`src/rtl/pipe_skid_buf_pkg.sv`:
```
// Shared types for the pipe_skid_buf skid buffer: state encodings and default payload width.
package pipe_skid_buf_pkg;

    localparam int DEFAULT_WIDTH = 32;

    typedef enum logic [1:0] {
        SKID_EMPTY = 2'b00,
        SKID_ONE   = 2'b01,
        SKID_FULL  = 2'b10
    } skid_state_t;

endpackage

```
`src/rtl/pipe_skid_buf_if.sv`:
```
// Handshake bundle for pipe_skid_buf: upstream hold-stall side plus downstream ready/valid side.
// The flush signal exists only when SKID_FLUSH_EN is defined.
interface pipe_skid_buf_if import pipe_skid_buf_pkg::*; #(
    parameter int WIDTH = DEFAULT_WIDTH
) ();

    logic             up_valid;
    logic [WIDTH-1:0] up_data;
    logic             hold;
    logic             dn_valid;
    logic [WIDTH-1:0] dn_data;
    logic             ready;
`ifdef SKID_FLUSH_EN
    logic             flush;

    modport slave  (input  up_valid, up_data, ready, flush, output hold, dn_valid, dn_data);
    modport master (output up_valid, up_data, ready, flush, input  hold, dn_valid, dn_data);
`else
    modport slave  (input  up_valid, up_data, ready, output hold, dn_valid, dn_data);
    modport master (output up_valid, up_data, ready, input  hold, dn_valid, dn_data);
`endif

endinterface

```
`src/rtl/pipe_skid_buf_data_reg.sv`:
```
// Enable-loaded payload register with asynchronous active-high clear, used for main and skid entries.
module skid_data_reg #(
    parameter int WIDTH = 32
) (
    input  logic             clk,
    input  logic             rst,
    input  logic             en,
    input  logic [WIDTH-1:0] d,
    output logic [WIDTH-1:0] q
);

    always_ff @(posedge clk or posedge rst) begin
        if (rst)
            q <= '0;
        else if (en)
            q <= d;
    end

endmodule

```
`src/rtl/pipe_skid_buf.sv`:
```
// Two-entry skid buffer: hold-stalled upstream stage to ready/valid consumer, registered hold.
// Optional synchronous flush when SKID_FLUSH_EN is defined.
module pipe_skid_buf import pipe_skid_buf_pkg::*; #(
    parameter int WIDTH = DEFAULT_WIDTH
) (
    input  logic           clk,
    input  logic           rst,
    pipe_skid_buf_if.slave bus
);

    skid_state_t      state;
    skid_state_t      state_nxt;
    logic             accept;
    logic             send;
    logic             flush;
    logic             main_en;
    logic             skid_en;
    logic             main_from_skid;
    logic [WIDTH-1:0] main_d;
    logic [WIDTH-1:0] main_q;
    logic [WIDTH-1:0] skid_q;

`ifdef SKID_FLUSH_EN
    assign flush = bus.flush;
`else
    assign flush = 1'b0;
`endif

    // Outputs decode from the state register only; ready never reaches hold combinationally.
    assign bus.hold     = (state == SKID_FULL);
    assign bus.dn_valid = (state != SKID_EMPTY);
    assign bus.dn_data  = main_q;

    assign accept = bus.up_valid & ~bus.hold;
    assign send   = bus.dn_valid & bus.ready;
    assign main_d = main_from_skid ? skid_q : bus.up_data;

    always_ff @(posedge clk or posedge rst) begin
        if (rst)
            state <= SKID_EMPTY;
        else
            state <= state_nxt;
    end

    always_comb begin
        state_nxt      = state;
        main_en        = 1'b0;
        skid_en        = 1'b0;
        main_from_skid = 1'b0;
        if (flush) begin
            state_nxt = SKID_EMPTY;
        end else begin
            case (state)
                SKID_EMPTY: begin
                    if (accept) begin
                        state_nxt = SKID_ONE;
                        main_en   = 1'b1;
                    end
                end
                SKID_ONE: begin
                    if (accept && send) begin
                        main_en = 1'b1;
                    end else if (accept) begin
                        state_nxt = SKID_FULL;
                        skid_en   = 1'b1;
                    end else if (send) begin
                        state_nxt = SKID_EMPTY;
                    end
                end
                SKID_FULL: begin
                    if (send) begin
                        state_nxt      = SKID_ONE;
                        main_en        = 1'b1;
                        main_from_skid = 1'b1;
                    end
                end
                default: state_nxt = SKID_EMPTY;
            endcase
        end
    end

    skid_data_reg #(.WIDTH(WIDTH)) u_main (
        .clk (clk),
        .rst (rst),
        .en  (main_en),
        .d   (main_d),
        .q   (main_q)
    );

    skid_data_reg #(.WIDTH(WIDTH)) u_skid (
        .clk (clk),
        .rst (rst),
        .en  (skid_en),
        .d   (bus.up_data),
        .q   (skid_q)
    );

endmodule
```
`src/flat_wrapper.sv`:
```
// flat-port wrapper written by rule: the top's interface ports become plain ports
module pipe_skid_buf_flat import pipe_skid_buf_pkg::*;
#(
    parameter int WIDTH = DEFAULT_WIDTH
)
  (clk, rst, bus_up_valid, bus_up_data, bus_ready, bus_hold, bus_dn_valid, bus_dn_data);
  pipe_skid_buf_if #(.WIDTH(WIDTH)) bus_i ();
  input  logic clk;
  input  logic rst;
  input wire logic [$bits(bus_i.up_valid)-1:0] bus_up_valid;
  input wire logic [$bits(bus_i.up_data)-1:0] bus_up_data;
  input wire logic [$bits(bus_i.ready)-1:0] bus_ready;
  output wire logic [$bits(bus_i.hold)-1:0] bus_hold;
  output wire logic [$bits(bus_i.dn_valid)-1:0] bus_dn_valid;
  output wire logic [$bits(bus_i.dn_data)-1:0] bus_dn_data;
  assign bus_i.up_valid = bus_up_valid;
  assign bus_i.up_data = bus_up_data;
  assign bus_i.ready = bus_ready;
  assign bus_hold = bus_i.hold;
  assign bus_dn_valid = bus_i.dn_valid;
  assign bus_dn_data = bus_i.dn_data;
  pipe_skid_buf #(.WIDTH(WIDTH)) u_core (.clk(clk), .rst(rst), .bus(bus_i));
endmodule
```
`config.mk`:
```
export PLATFORM = sky130hd
export DESIGN_NAME = pipe_skid_buf_flat
export DESIGN_NICKNAME = d
export VERILOG_FILES = /design/src/rtl/pipe_skid_buf_pkg.sv /design/src/rtl/pipe_skid_buf_if.sv /design/src/rtl/pipe_skid_buf_data_reg.sv /design/src/rtl/pipe_skid_buf.sv /design/src/flat_wrapper.sv
export SDC_FILE = /design/constraint.sdc
export NUM_CORES = 1
export LEC_CHECK = 0
export CORE_ASPECT_RATIO = 1.4
export CORE_MARGIN = 4
export CORE_UTILIZATION = 40
export DETAILED_ROUTE_END_ITERATION = 16
export PLACE_DENSITY = 0.73
export SYNTH_ARGS = -nofsm -noshare
export SYNTH_HDL_FRONTEND = slang
export SYNTH_SLANG_ARGS = --single-unit
```
`constraint.sdc`:
```
create_clock -name clk -period 3 [get_ports clk]
set_input_delay 0.45 -clock clk [delete_from_list [all_inputs] [get_ports clk]]
set_output_delay 0.45 -clock clk [all_outputs]
set_load 0.05 [all_outputs]
```
==> run_results.csv <==
group,metric,value,unit
clocking,clock-sinks,66,
run,cap_violations,0,
critical_path,worst_ep_required_time,2550,ps
finish,final_cell_mix,"mux2_2, clkdlybuf4s50_1, dfrtp_1, clkbuf_8, mux2_4",
finish,antenna_cells,0,
clocking,cts_htree_levels,3,
synthesis,synth_top_flop_cell,"dfrtp_1",
drt,drtIter0Drc,56,
finish,syn2layout_area_growth,30.5,%
synthesis,yosysWarnings,0,
clocking,cts_root_buf,"clkbuf_8",
sta,max_freq,0.436,GHz
clocking,clk-insertion-delay-late,330,ps
sta,tns,0,ps
placement,gp_congestion,0.680,
floorplan,io_pins,70,
min_path,hold_path_class,"flop to flop",
critical_path,path_max_fanout,6,
synthesis,synth_fp_nets,221,
sta,clock_skew,9.94,ps
global_route,grt_overflow,0,
drt,avgRoutedWirePerCell,15.1,um
synthesis,yosys.area_share.xor_xnor,0,
sta,setup_viol_count_final,0,
clocking,clock_path_buffers,2,
drt,wl,5470,um
synthesis,synth_fa_ha_area_frac,0,
clocking,cts_buffers,9,
floorplan,rows,37,
sta,post-route-min-period,2290,ps
placement,portBuffers,69,
synthesis,syn_inst,185,
synthesis,synth_compound_area_frac,0.0146,
floorplan,coreArea,7310,um^2
finish,nets,295,
critical_path,crit_arrival,1840,ps
placement,post_dp_cell_area,3740,um^2
global_route,first_global_vias,1891,
synthesis,synth-seq-cells,66,
floorplan,die_h,110,um
clocking,cts-resized-gates,0,
finish,fin_area,3900,um^2
synthesis,syn_area,2990,um^2
clocking,cts_tree,"yes",
synthesis,synth_top_family_by_area,"multiplexers",
finish,layout.cells.non_filler,361,
critical_path,crit_type,"flop to output pin",
power,power_density,810,nW/um^2
critical_path,startpoint_type,"flop",
global_route,grt.total_usage,0.136,
finish,fillers,678,
sta,hold_viol,0,
sta,relSlewSlack,0.599,
synthesis,ys_seq_area_frac,0.552,
finish,multi_input_area,1230,um^2
synthesis,synth-simple-area-share,0.0205,
clocking,holdBufCountCts,0,
sta,slew_viol_final,0,
sta,fin_crit_sh,0.765,
finish,regArea,1650,um^2
sta,worst_slew_pin_slew,601,ps
finish,layout_commonest_cell,"mux2_2",
floorplan,initial_core_util,0.409,
synthesis,avgSynthCellArea,16.2,um^2
drt,drt_pass1_iterations,2,
power,ir_drop,0.385,mV
global_route,grt_max_degree,33,
drt,postRouteAntennaNets,0,
finish,drive_gt1_frac,0.443,
critical_path,endpoint_kind,"output pin",
status,status,"finished, final reports clean",
power,leakagePower,1.63,nW
placement,hpwl,3630,um
floorplan,dieArea,8950,um^2
synthesis,synthArstFlopShare,1.00,
synthesis,synthMuxAreaShare,0.376,
placement,dp.cells,345,
drt,via_per_inst,4.86,
global_route,antenna_found_initial,0,
floorplan,die_w,81.1,um
drt,drc,0,
global_route,grt_pass1_wl,9050,um
synthesis,synth_edf_count,0,
drt,num_vias,1753,
clocking,post-cts-setup-buffer-count,0,
clocking,clkTransAtPathRegs,70,ps
synthesis,synth_cell_types,18,
sta,rsz0062_at_grt,"false",
[kinds of logic (layout without fill, tap and decap cells)]
logic type             Yosys count  after routing
AO/OA/AOI/OAI                    4              4
buffers and inverters           11             90
flip-flops                      66             66
multiplexers                    97             97
AND/OR/NAND/NOR                  7              7
[metrics by stage]
stage                     setup slack (ps)  total power, mW  utilization  hold WS, ps
after floorplan                        895             2.17            -          454
after global placement                 608             2.53        0.511          471
after detailed placement               566             2.56        0.511          481
after CTS                              670             3.21        0.534          498
after global routing                   623             3.34        0.534          524
final                                  706             3.16        0.534          488
[routing by layer]
layer	track usage	share of wire	vias to the layer above
met5	0	0	-
met4	0.0580	0.020	0
met3	0.0528	0.059	10
met2	0.207	0.48	48
met1	0.170	0.44	887
li1	-	-	808
[final cells by class]
cell class | instances | area share
multi-input combinational | 108 | 0.315
timing repair buffer | 73 | 0.188
clock buffer | 13 | 0.0381
sequential | 66 | 0.423
clock inverter | 3 | 0.00385
tap | 97 | 0.0311
inverter | 1 | 0.000962
[registers in the layout (all words and copies together), names as in the netlist]
signal and cells:
u_core.state 2, u_core.u_main.q 32, u_core.u_skid.q 32
[synthesized netlist by cell type (2+ instances only)]
cell type	count	area (um^2)
a21oi_1	2	10.0
buf_6	9	101
dfrtp_1	66	1650
mux2_2	86	968
mux2_4	9	135
[worst max-delay path: stages (launching register included)]
cell and delay [ps]:
dfrtp_1 490, nor2b_1 200, clkdlybuf4s50_1 820
[path summary, 6_finish.rpt]
path / from / slack, ps / cells after the start / endpoint
min in group asynchronous: rst / 510 / 2 / u_core.u_main.q[11]
hold reg to reg: u_core.u_skid.q[20] / 490 / 1 / u_core.u_skid.q[20]
max in group asynchronous: rst / 1780 / 3 / u_core.u_skid.q[22]
setup / recovery: u_core.state[1] / 710 / 2 / bus_hold
setup reg to reg: u_core.state[0] / 1190 / 3 / u_core.u_main.q[8]
hold / removal: u_core.u_skid.q[20] / 490 / 1 / u_core.u_skid.q[20]
[where the power goes]
part / total, mW / switching [mW] / internal, mW
clock: 0.630 / 0.311 / 0.319
combinational: 1.21 / 0.658 / 0.552
sequential: 1.32 / 0.146 / 1.18
total: 3.16 / 1.11 / 2.05
Note: power is estimated with default switching activity, not from simulation.
